### src/rtl/flap_game_ctrl_pkg.sv
// Shared constants, state encodings and helpers for the flappy-column game.
// Screen geometry and column geometry are shared with the column generator
// and the VGA renderer, which decodes the game state encoding below.
package flap_game_ctrl_pkg;

  localparam int SCREEN_WIDTH  = 640;
  localparam int SCREEN_HEIGHT = 480;
  localparam int pipe_width    = 40;
  localparam int GAP_HEIGHT    = 60;
  localparam int PADDING       = 20;

  // Game state encoding seen by the renderer on the 'state' output.
  typedef enum logic [1:0] {
    IDLE  = 2'd0,
    PLAY  = 2'd1,
    DYING = 2'd2,
    OVER  = 2'd3
  } gameState_e;

  localparam logic [15:0] BCD_MAX = 16'h9999;

  // Clamp a signed 12-bit screen y into 0..yMax; going off the top is legal.
  function automatic logic [10:0] clampY(input logic signed [11:0] y,
                                         input logic signed [11:0] yMax);
    logic [10:0] res;
    if (y < 12'sd0) begin
      res = '0;
    end else if (y > yMax) begin
      res = yMax[10:0];
    end else begin
      res = y[10:0];
    end
    return res;
  endfunction

endpackage

### src/rtl/flap_game_ctrl_bcd_counter4.sv
// 4-digit BCD up-counter with synchronous clear and saturation at 9999.
// Ports:
//   clk_i    clock
//   rst_ni   asynchronous active-low reset
//   clr_i    synchronous clear (wins over increment)
//   inc_i    increment by one with decimal carry
//   count_o  four packed BCD digits, least significant digit in [3:0]
module bcd_counter4
  import flap_game_ctrl_pkg::*;
(
  input  logic        clk_i,
  input  logic        rst_ni,
  input  logic        clr_i,
  input  logic        inc_i,
  output logic [15:0] count_o
);

  logic [15:0] count_q;
  logic [15:0] count_d;
  logic        carry;

  // Ripple a decimal carry through the digits. Blocking the increment at
  // 9999 means the top digit never needs to carry out.
  always_comb begin
    count_d = count_q;
    carry   = 1'b1;
    if (clr_i) begin
      count_d = '0;
    end else if (inc_i && (count_q != BCD_MAX)) begin
      for (int d = 0; d < 4; d++) begin
        if (carry) begin
          if (count_q[d*4 +: 4] == 4'd9) begin
            count_d[d*4 +: 4] = 4'd0;
          end else begin
            count_d[d*4 +: 4] = count_q[d*4 +: 4] + 4'd1;
            carry             = 1'b0;
          end
        end
      end
    end
  end

  always_ff @(posedge clk_i or negedge rst_ni) begin
    if (!rst_ni) begin
      count_q <= '0;
    end else begin
      count_q <= count_d;
    end
  end

  assign count_o = count_q;

endmodule

### src/rtl/flap_game_ctrl.sv
// Game-level sequencer for the flappy-column game: state machine, bird
// vertical physics, collision against the two scrolling columns, and the
// BCD score / high score.
// Ports:
//   gameClk     game tick clock
//   reset       asynchronous active-low reset
//   btn         synchronized flap button level
//   Ax, Ay      column A right-side offset and gap centre
//   Bx, By      column B right-side offset and gap centre
//   passColumn  column-recycled pulse from the column generator
//   colReset    column generator reset (registered)
//   finished    column generator 'finished' input (registered)
//   birdY       bird top edge, screen y
//   state       IDLE=0, PLAY=1, DYING=2, OVER=3
//   score       4-digit BCD score
//   hiScore     4-digit BCD high score
module flap_game_ctrl
  import flap_game_ctrl_pkg::*;
#(
  parameter int BIRD_X      = 160,
  parameter int BIRD_SIZE   = 16,
  parameter int GRAVITY     = 1,
  parameter int FLAP_VEL    = 8,
  parameter int MAX_FALL    = 10,
  parameter int DEATH_TICKS = 64
) (
  input  logic        gameClk,
  input  logic        reset,
  input  logic        btn,
  input  logic [10:0] Ax,
  input  logic [10:0] Ay,
  input  logic [10:0] Bx,
  input  logic [10:0] By,
  input  logic        passColumn,
  output logic        colReset,
  output logic        finished,
  output logic [10:0] birdY,
  output logic [1:0]  state,
  output logic [15:0] score,
  output logic [15:0] hiScore
);

  localparam logic signed [11:0] GRAV_V    = 12'(GRAVITY);
  localparam logic signed [11:0] FLAP_V    = 12'(FLAP_VEL);
  localparam logic signed [11:0] MAXF_V    = 12'(MAX_FALL);
  localparam logic signed [11:0] BIRD_L_V  = 12'(BIRD_X);
  localparam logic signed [11:0] BIRD_R_V  = 12'(BIRD_X + BIRD_SIZE - 1);
  localparam logic signed [11:0] SIZE_V    = 12'(BIRD_SIZE);
  localparam logic signed [11:0] BOT_OFS_V = 12'(BIRD_SIZE - 1);
  localparam logic signed [11:0] YMAX_V    = 12'(SCREEN_HEIGHT - BIRD_SIZE);
  localparam logic signed [11:0] SCR_H_V   = 12'(SCREEN_HEIGHT);
  localparam logic signed [11:0] PIPE_V    = 12'(pipe_width);
  localparam logic signed [11:0] GAP_V     = 12'(GAP_HEIGHT);
  localparam logic [10:0]        Y_CENTER  = 11'(SCREEN_HEIGHT / 2);
  localparam int                 CNT_W     = $clog2(DEATH_TICKS);
  localparam logic [CNT_W-1:0]   CNT_LAST  = CNT_W'(DEATH_TICKS - 1);

  gameState_e         state_q;
  logic [10:0]        birdY_q;
  logic signed [11:0] vel_q;
  logic               btn_q;
  logic               colReset_q;
  logic               finished_q;
  logic [15:0]        hiScore_q;
  logic [CNT_W-1:0]   deathCnt_q;

  logic               flap;
  logic signed [11:0] yTop;
  logic signed [11:0] yBot;
  logic signed [11:0] velInc;
  logic signed [11:0] fallVel;
  logic [10:0]        birdYStep;
  logic               onFloor;
  logic signed [11:0] aRight, aLeft, aGapTop, aGapBot;
  logic signed [11:0] bRight, bLeft, bGapTop, bGapBot;
  logic               aOverlap, aOutside, bOverlap, bOutside;
  logic               hitAny;
  logic               scoreClr;
  logic               scoreInc;

  // A flap is a rising edge against last tick's button level.
  assign flap = btn & ~btn_q;

  // Physics: position moves by the old velocity, velocity falls toward the cap.
  assign yTop      = $signed({1'b0, birdY_q});
  assign yBot      = yTop + BOT_OFS_V;
  assign birdYStep = clampY(yTop + vel_q, YMAX_V);
  assign velInc    = vel_q + GRAV_V;
  assign fallVel   = (velInc > MAXF_V) ? MAXF_V : velInc;
  assign onFloor   = (yTop + SIZE_V) >= SCR_H_V;

  // Column A: span is [Ax-2*pipe_width+1, Ax-pipe_width]; negative = off-screen.
  assign aRight   = $signed({1'b0, Ax}) - PIPE_V;
  assign aLeft    = aRight - PIPE_V + 12'sd1;
  assign aGapTop  = $signed({1'b0, Ay}) - GAP_V;
  assign aGapBot  = $signed({1'b0, Ay}) + GAP_V;
  assign aOverlap = (aLeft <= BIRD_R_V) && (aRight >= BIRD_L_V);
  assign aOutside = (yTop < aGapTop) || (yBot > aGapBot);

  // Column B: same comparators as column A.
  assign bRight   = $signed({1'b0, Bx}) - PIPE_V;
  assign bLeft    = bRight - PIPE_V + 12'sd1;
  assign bGapTop  = $signed({1'b0, By}) - GAP_V;
  assign bGapBot  = $signed({1'b0, By}) + GAP_V;
  assign bOverlap = (bLeft <= BIRD_R_V) && (bRight >= BIRD_L_V);
  assign bOutside = (yTop < bGapTop) || (yBot > bGapBot);

  assign hitAny = (aOverlap && aOutside) || (bOverlap && bOutside);

  // passColumn is gated by the PLAY state so an X before the column
  // generator's first tick cannot reach the score.
  assign scoreClr = (state_q == IDLE) && flap;
  assign scoreInc = (state_q == PLAY) && passColumn;

  bcd_counter4 u_score (
    .clk_i   (gameClk),
    .rst_ni  (reset),
    .clr_i   (scoreClr),
    .inc_i   (scoreInc),
    .count_o (score)
  );

  // Game state machine with registered physics and column-generator controls.
  always_ff @(posedge gameClk or negedge reset) begin
    if (!reset) begin
      state_q    <= IDLE;
      birdY_q    <= Y_CENTER;
      vel_q      <= '0;
      btn_q      <= 1'b0;
      colReset_q <= 1'b1;
      finished_q <= 1'b0;
      hiScore_q  <= '0;
      deathCnt_q <= '0;
    end else begin
      btn_q <= btn;
      case (state_q)
        IDLE: begin
          birdY_q <= Y_CENTER;
          vel_q   <= '0;
          if (flap) begin
            state_q    <= PLAY;
            vel_q      <= -FLAP_V;
            colReset_q <= 1'b0;
          end
        end
        PLAY: begin
          birdY_q <= birdYStep;
          vel_q   <= flap ? -FLAP_V : fallVel;
          if (hitAny || onFloor) begin
            state_q    <= DYING;
            finished_q <= 1'b1;
            deathCnt_q <= '0;
          end
        end
        DYING: begin
          birdY_q <= birdYStep;
          vel_q   <= fallVel;
          if (onFloor || (deathCnt_q == CNT_LAST)) begin
            state_q <= OVER;
            // Packed BCD orders the same as the raw 16-bit word.
            if (score > hiScore_q) begin
              hiScore_q <= score;
            end
          end else begin
            deathCnt_q <= deathCnt_q + CNT_W'(1);
          end
        end
        OVER: begin
          if (flap) begin
            state_q    <= IDLE;
            colReset_q <= 1'b1;
            finished_q <= 1'b0;
            birdY_q    <= Y_CENTER;
            vel_q      <= '0;
          end
        end
        default: state_q <= IDLE;
      endcase
    end
  end

  assign state    = state_q;
  assign birdY    = birdY_q;
  assign colReset = colReset_q;
  assign finished = finished_q;
  assign hiScore  = hiScore_q;

endmodule

### config.mk
export PLATFORM = sky130hd
export DESIGN_NAME = flap_game_ctrl
export DESIGN_NICKNAME = d
export VERILOG_FILES = /design/src/rtl/flap_game_ctrl_pkg.sv /design/src/rtl/flap_game_ctrl_bcd_counter4.sv /design/src/rtl/flap_game_ctrl.sv
export SDC_FILE = /design/constraint.sdc
export NUM_CORES = 1
export LEC_CHECK = 0
export ABC_AREA = 1
export BUFFER_PORTS_ARGS = -buffer_cell sky130_fd_sc_hd__buf_2
export CAP_MARGIN = 20
export CORE_MARGIN = 2
export CORE_UTILIZATION = 45
export CTS_CLUSTER_SIZE = 20
export DETAILED_ROUTE_END_ITERATION = 16
export GPL_TIMING_DRIVEN = 0
export PLACE_DENSITY = 0.77
export SLEW_MARGIN = 20
export SYNTH_ARGS = -nofsm -noshare
export SYNTH_HDL_FRONTEND = slang
export SYNTH_SLANG_ARGS = --single-unit
### constraint.sdc
create_clock -name gameClk -period 3.4 [get_ports gameClk]
set_input_delay 0.17 -clock gameClk [delete_from_list [all_inputs] [get_ports gameClk]]
set_output_delay 0.17 -clock gameClk [all_outputs]
set_load 0.02 [all_outputs]
==> flow_metrics.env, run 1 <==
export IMPL_status="finished, final reports clean"
export IMPL_drive_gt1_share_pct=12.5
export IMPL_ys_async_sr_fraction_pct=100
export IMPL_dp_hpwl_um=13300
export IMPL_num_io_pins=95
export IMPL_critPathLaunchType="flop"
export IMPL_setup_violations=0
export IMPL_synth_area_top_cells="dfrtp_1 (22%), ha_1 (18%), nand2_1 (15%)"
export IMPL_worstMarginPinSlew_ns=0.606
export IMPL_post_cts_buffers=0
export IMPL_timing_final_crit_share_pct=92.8
export IMPL_synth_flop_cell="dfrtp_1"
export IMPL_critPathKind="reg2reg"
export IMPL_clock_latency_ns=0.34
export IMPL_p_leak_uw=0.00452
export IMPL_finalMaxSlewViolations=0
export IMPL_vias=6785
export IMPL_cts_buffers=9
export IMPL_dr_pass1_iters=5
export IMPL_holdWs_ns=0.212
export IMPL_synthDistinctLibCells=44
export IMPL_relSlewSlack_pct=59.3
export IMPL_gp_congestion=0.917
export IMPL_worst_r2r_cell_count=19
export IMPL_htree_levels=3
export IMPL_placed_cells=1317
export IMPL_grt_pass1_vias=6412
export IMPL_nNetsFinal=1294
export IMPL_r2r_setup_slack_ns=0.25
export IMPL_antenna_found_initial=0
export IMPL_min_period_ns=3.15
export IMPL_fillers=1477
export IMPL_peakVddDrop_mv=0.401
export IMPL_core_area_mm2=0.0152
export IMPL_seq_area_frac_synth_pct=23.7
export IMPL_netlist_area_mm2=0.00699
export IMPL_syn_nets=1188
export IMPL_synth_cells=1036
export IMPL_routedWlPerCell_um=12.5
export IMPL_grt_pass1_wl_um=28300
export IMPL_p_per_area_mw_per_mm2=776
export IMPL_endpoint_kind="flop"
export IMPL_ys_top_cells_by_count="nand2_1 (284), inv_1 (156), ha_1 (103), nand3_1 (93), nor2_1 (91)"
export IMPL_finalSetupTns_ns=0
export IMPL_critPathMaxFanout=11
export IMPL_n_antenna_cell=0
export IMPL_hold_class="in2reg"
export IMPL_globalRouteTotalUtil_pct=20.7
export IMPL_max_cap_violations=0
export IMPL_fin_cells=1335
export IMPL_antenna_left=0
export IMPL_cp_data_arrival_time_ns=3.38
export IMPL_holdPathStages=3
export IMPL_avgViaCountPerCell=5.08
export IMPL_die_h_um=129
export IMPL_postLayoutCoreUtil_pct=53.1
export IMPL_cts_root_buf="clkbuf_16"
export IMPL_grt_max_degree=37
export IMPL_area_growth_pct=15.4
export IMPL_synth_most_common_cell="nand2_1"
export IMPL_dieWidth_um=129
export IMPL_clkSinkCount=66
export IMPL_synth_seq_cells=66
export IMPL_start_util_pct=46.0
export IMPL_yosysTopAreaCellShare_pct=21.8
export IMPL_hold_viol=0
export IMPL_portBuffers=92
export IMPL_drt_iter0_markers=310
export IMPL_dieArea_mm2=0.0165
export IMPL_synth_top_area_cell="dfrtp_1"
export IMPL_synth_edf_count=0
export IMPL_ys_warnings_count=0
export IMPL_avgSynthCellArea_um2=6.75
export IMPL_fp_row_count=45
export IMPL_required_ns=3.63
export IMPL_drt_wl_total_um=16700
export IMPL_rsz0062_at_grt="no"
export IMPL_clkTransAtPathRegs_ns=0.05
export IMPL_clk_path_buf_depth=2
export IMPL_cts_tree="done"
export IMPL_drc_errors=0
export IMPL_grt_overflow_total=0
export IMPL_fmax_mhz=317
export IMPL_finClkSkew_ns=0.00883
==> cell usage in the layout (no fill, tap or decap), types with 2 or more instances in the layout <==
cell type	instances
ha_1	103
dfrtp_1	61
clkinv_4	2
nor3_1	14
nor4_1	3
dfstp_2	5
o21a_1	3
nor2_2	2
nor2_1	91
nand3_1	93
clkbuf_16	9
a211oi_1	2
nand2_2	8
dlygate4sd3_1	2
xnor2_1	10
nand4_1	17
xor2_1	39
inv_2	2
inv_1	156
o21bai_1	2
or2_2	2
buf_4	3
nor3b_1	3
a31oi_1	3
bufinv_16	2
o21ai_0	45
nand3b_1	7
nand2_1	284
a21o_1	6
o21ai_1	2
buf_2	95
o22ai_1	2
a21oi_1	49
==> cells by family after synthesis <==
logic type / after synthesis / share of synthesized area, %
DFF: 66 / 23.7
xor gates and xnor gates: 49 / 6.14
buffers and inverters: 167 / 9.25
AOI/OAI and AO/OA: 119 / 9.41
adders and majority gates: 104 / 18.7
and+or+nand+nor: 531 / 32.8
==> path summary, 6_finish.rpt <==
kind	from	end
max	birdY[4]	deathCnt_q[5]
min	passColumn	u_score.count_o[1]
max reg2reg	birdY[4]	deathCnt_q[5]
min reg2reg	finished	finished
max in group asynchronous	reset	colReset
min in group asynchronous	reset	hiScore[2]
==> critical path: stages (launching register included) <==
cell     delay (ns)
dfstp_2        0.73
ha_1           0.27
nand2_2        0.09
nor3_2         0.21
nand2_1        0.09
xor2_1         0.25
ha_1           0.31
nand4_1        0.12
inv_1          0.06
nand2_1        0.06
nand3_1        0.07
nand2_1        0.06
nand2_1        0.05
nand2_1        0.06
nand2_1        0.08
nand3_1        0.14
nand3_4        0.11
buf_6          0.16
nand3_1        0.07
nand2_1        0.05
==> metal layers <==
layer / global-route usage (%) / wire, µm
met5: 0 / 0
met4: 7.67 / 337
met3: 2.12 / 672
met2: 36.1 / 7740
met1: 26.7 / 7970
==> registers in the layout (all words and copies together), names as in the netlist <==
name / flops
vel_q: 12
finished: 1
birdY: 11
u_score.count_o: 16
colReset: 1
hiScore: 16
state: 2
btn_q: 1
deathCnt_q: 6
==> final cells by class <==
cell class	count	area [µm²]	share of cell area, %
Buffer	8	50.0	0.621
Clock buffer	10	239	2.96
Clock inverter	6	90.1	1.12
Inverter	159	597	7.40
Multi-Input combinational cell	803	4690	58.2
Sequential cell	66	1660	20.6
Tap cell	188	235	2.92
Timing Repair Buffer	95	503	6.24
==> timing repair <==
item                       4_1_cts  5_1_grt
hold endpoints to repair        27        0
resized for setup                0        1
hold buffers                     2        0
setup endpoints to repair        0        6
==> metrics by stage <==
stage	cell area, µm²	total power, µW	setup slack [ns]
6_report	8070	6260	0.245
2_1_floorplan	6990	4200	0.652
5_1_grt	8070	6950	0.0298
3_3_place_gp	7690	5120	0.250
4_1_cts	8060	6270	0.209
3_5_place_dp	7710	5210	0.218
==> report_power, final <==
part	internal (µW)	switching, µW
clock	662	351
sequential	1090	401
combinational	1360	2400
Note: power is estimated with default switching activity, not from simulation.
==> inputs of run 2 (changes only) <==
Settings changed: ABC_AREA 1 to unset, BUFFER_PORTS_ARGS -buffer_cell sky130_fd_sc_hd__buf_2 to -buffer_cell sky130_fd_sc_hd__buf_4.
==> run 2 against run 1 <==
- sequential cell count stayed put
- worst hold slack better by 0.064 ns
- cell count is 15% lower
- clock skew is 0.0021 ns lower
- highest routed layer unchanged
==> flow_metrics.env, run 2 <==
export IMPL_status="finished, final reports clean"
export IMPL_critPathLaunchType="flop"
export IMPL_worstMarginPinSlew_ns=0.851
export IMPL_critPathKind="reg2reg"
export IMPL_finClkSkew_ns=0.00669
export IMPL_drive_gt1_share_pct=20.1
export IMPL_p_per_area_mw_per_mm2=764
export IMPL_fillers=1355
export IMPL_grt_pass1_vias=6139
export IMPL_endpoint_kind="flop"
export IMPL_clkTransAtPathRegs_ns=0.06
export IMPL_top_layer="met4"
export IMPL_dp_hpwl_um=12700
export IMPL_num_io_pins=95
export IMPL_postLayoutCoreUtil_pct=56.0
export IMPL_fp_row_count=45
export IMPL_clkSinkCount=66
export IMPL_max_cap_violations=0
export IMPL_avgSynthCellArea_um2=8.35
export IMPL_synth_area_top_cells="dfrtp_1 (22%), ha_1 (19%), a21oi_1 (3.9%)"
export IMPL_relSlewSlack_pct=43.3
export IMPL_required_ns=3.61
export IMPL_seq_area_frac_synth_pct=24.0
export IMPL_finalMaxSlewViolations=0
export IMPL_ys_warnings_count=0
export IMPL_synth_top_area_cell="dfrtp_1"
export IMPL_synth_edf_count=0
export IMPL_cts_tree="done"
export IMPL_globalRouteTotalUtil_pct=20.9
export IMPL_fmax_mhz=303
export IMPL_yosysTopAreaCellShare_pct=22.1
export IMPL_synthDistinctLibCells=74
export IMPL_ys_top_cells_by_count="ha_1 (103), nand2_1 (71), nor2_1 (66), dfrtp_1 (61)"
export IMPL_area_growth_pct=22.3
export IMPL_die_h_um=128
export IMPL_drt_iter0_markers=413
export IMPL_portBuffers=87
export IMPL_gp_congestion=0.853
export IMPL_n_antenna_cell=0
export IMPL_grt_overflow_total=0
export IMPL_rsz0062_at_grt="yes"
export IMPL_hold_class="in2reg"
export IMPL_layout_setup_ws_ns=0.0962
export IMPL_grt_max_degree=67
export IMPL_p_total_uw=6460
export IMPL_cts_root_buf="clkbuf_16"
export IMPL_routed_wl_met2_um=8470
export IMPL_cp_data_arrival_time_ns=3.52
export IMPL_dr_pass1_iters=5
export IMPL_avgViaCountPerCell=5.78
export IMPL_layout_common_cells="buf_4 (105), ha_1 (98), nand2_1 (69)"
export IMPL_nNetsFinal=1100
export IMPL_clock_latency_ns=0.33
export IMPL_vias=6598
export IMPL_dp_slack_ns=-0.373
export IMPL_core_area_mm2=0.0151
export IMPL_synth_cells=828
export IMPL_ys_async_sr_fraction_pct=100
export IMPL_setup_violations=0
export IMPL_holdWs_ns=0.276
export IMPL_critPathMaxFanout=8
export IMPL_synth_seq_cells=66
export IMPL_grt_pass1_wl_um=28500
export IMPL_synth_flop_cell="dfrtp_1"
export IMPL_dieWidth_um=128
export IMPL_drt_wl_total_um=17600
export IMPL_wl_met1_um=7980
export IMPL_min_period_ns=3.30
export IMPL_peakVddDrop_mv=0.616
export IMPL_clk_path_buf_depth=2
export IMPL_antenna_found_initial=0
export IMPL_drc_errors=0
export IMPL_syn_nets=980
export IMPL_routedWlPerCell_um=15.4
export IMPL_dieArea_mm2=0.0164
export IMPL_final_common_cell="buf_4"
export IMPL_start_util_pct=45.8
export IMPL_p_leak_uw=0.00397
export IMPL_hold_viol=0
export IMPL_antenna_left=0
export IMPL_htree_levels=3
export IMPL_netlist_area_mm2=0.00691
export IMPL_dr_wl_met3_um=789
export IMPL_synth_most_common_cell="ha_1"
export IMPL_cts_buffers=9
export IMPL_timing_final_crit_share_pct=97.2
run 2: per-layer routing:
metal | vias to the layer above | GRT usage, %
met5 | - | 0
met4 | 0 | 6.72
met3 | 32 | 2.55
met2 | 169 | 35.5
met1 | 3127 | 27.8
li1 | 3270 | -
run 2: timing repair:
action                                  in CTS  in global routing
pin swaps                                    1                 24
cloned                                       0                  0
buffers inserted                            15                  5
hold buffers                                 2                  0
gates resized for setup                     11                 31
hold endpoints to repair                    62                  0
endpoints found under the setup margin       9                 14
run 2: worst max-delay path, cell delays in order, from the launching register on:
cell	delay, ns
dfrtp_2	0.41
buf_6	0.13
nor4_4	0.34
nor2_2	0.10
xor2_2	0.20
buf_4	0.15
ha_4	0.27
nand4_1	0.10
a21o_1	0.20
a31oi_2	0.19
o21ai_2	0.11
o2bb2ai_2	0.15
o2111ai_4	0.39
nand3_4	0.13
mux2_4	0.31
run 2: report_power, final:
| group | switching [µW] | total [µW] | leakage, µW | internal, µW |
|---|---|---|---|---|
| Sequential | 355 | 1410 | 0.000848 | 1060 |
| Combinational | 2290 | 4150 | 0.00299 | 1860 |
| Clock | 338 | 903 | 0.000136 | 565 |
run 2: logic make-up after synthesis:
logic type	share of synthesized area [%]
AO/OA/AOI/OAI	20.4
flip-flops	24.0
multiplexers	4.16
AND/OR/NAND/NOR	21.6
adder cells (fa/ha/maj)	19.1
buffers and inverters	4.23
XOR/XNOR	6.59
run 2: area by class of cell:
type                       instances  area, µm²  share of cell area [%]
clock inverter                     5       55.1                   0.651
sequential                        66       1660                    19.7
inverter                          54        203                    2.40
clock buffer                      11        233                    2.75
multi-input combinational        687       5140                    60.8
buffer                            21       90.1                    1.07
tap                              188        235                    2.78
timing repair buffer             109        835                    9.87
run 2: path summary, 6_finish.rpt:
check	startpoint	end	slack, ns	cells past startpoint
max	birdY[1]	state[1]	0.1	14
min	passColumn	u_score.count_o[3]	0.28	5
max reg2reg	birdY[1]	state[1]	0.1	14
min reg2reg	deathCnt_q[5]	deathCnt_q[5]	0.48	1
max in group asynchronous	reset	birdY[0]	2.28	2
min in group asynchronous	reset	hiScore[10]	0.49	2
run 2: metrics by stage:
step,setup TNS [ns],std cells,instance area (µm²)
after floorplan,0,828,6910
after global placement,-2.28,1103,7800
after detailed placement,-2.40,1103,7800
after CTS,0,1136,8260
after global routing,-0.105,1141,8460
final,0,1141,8460
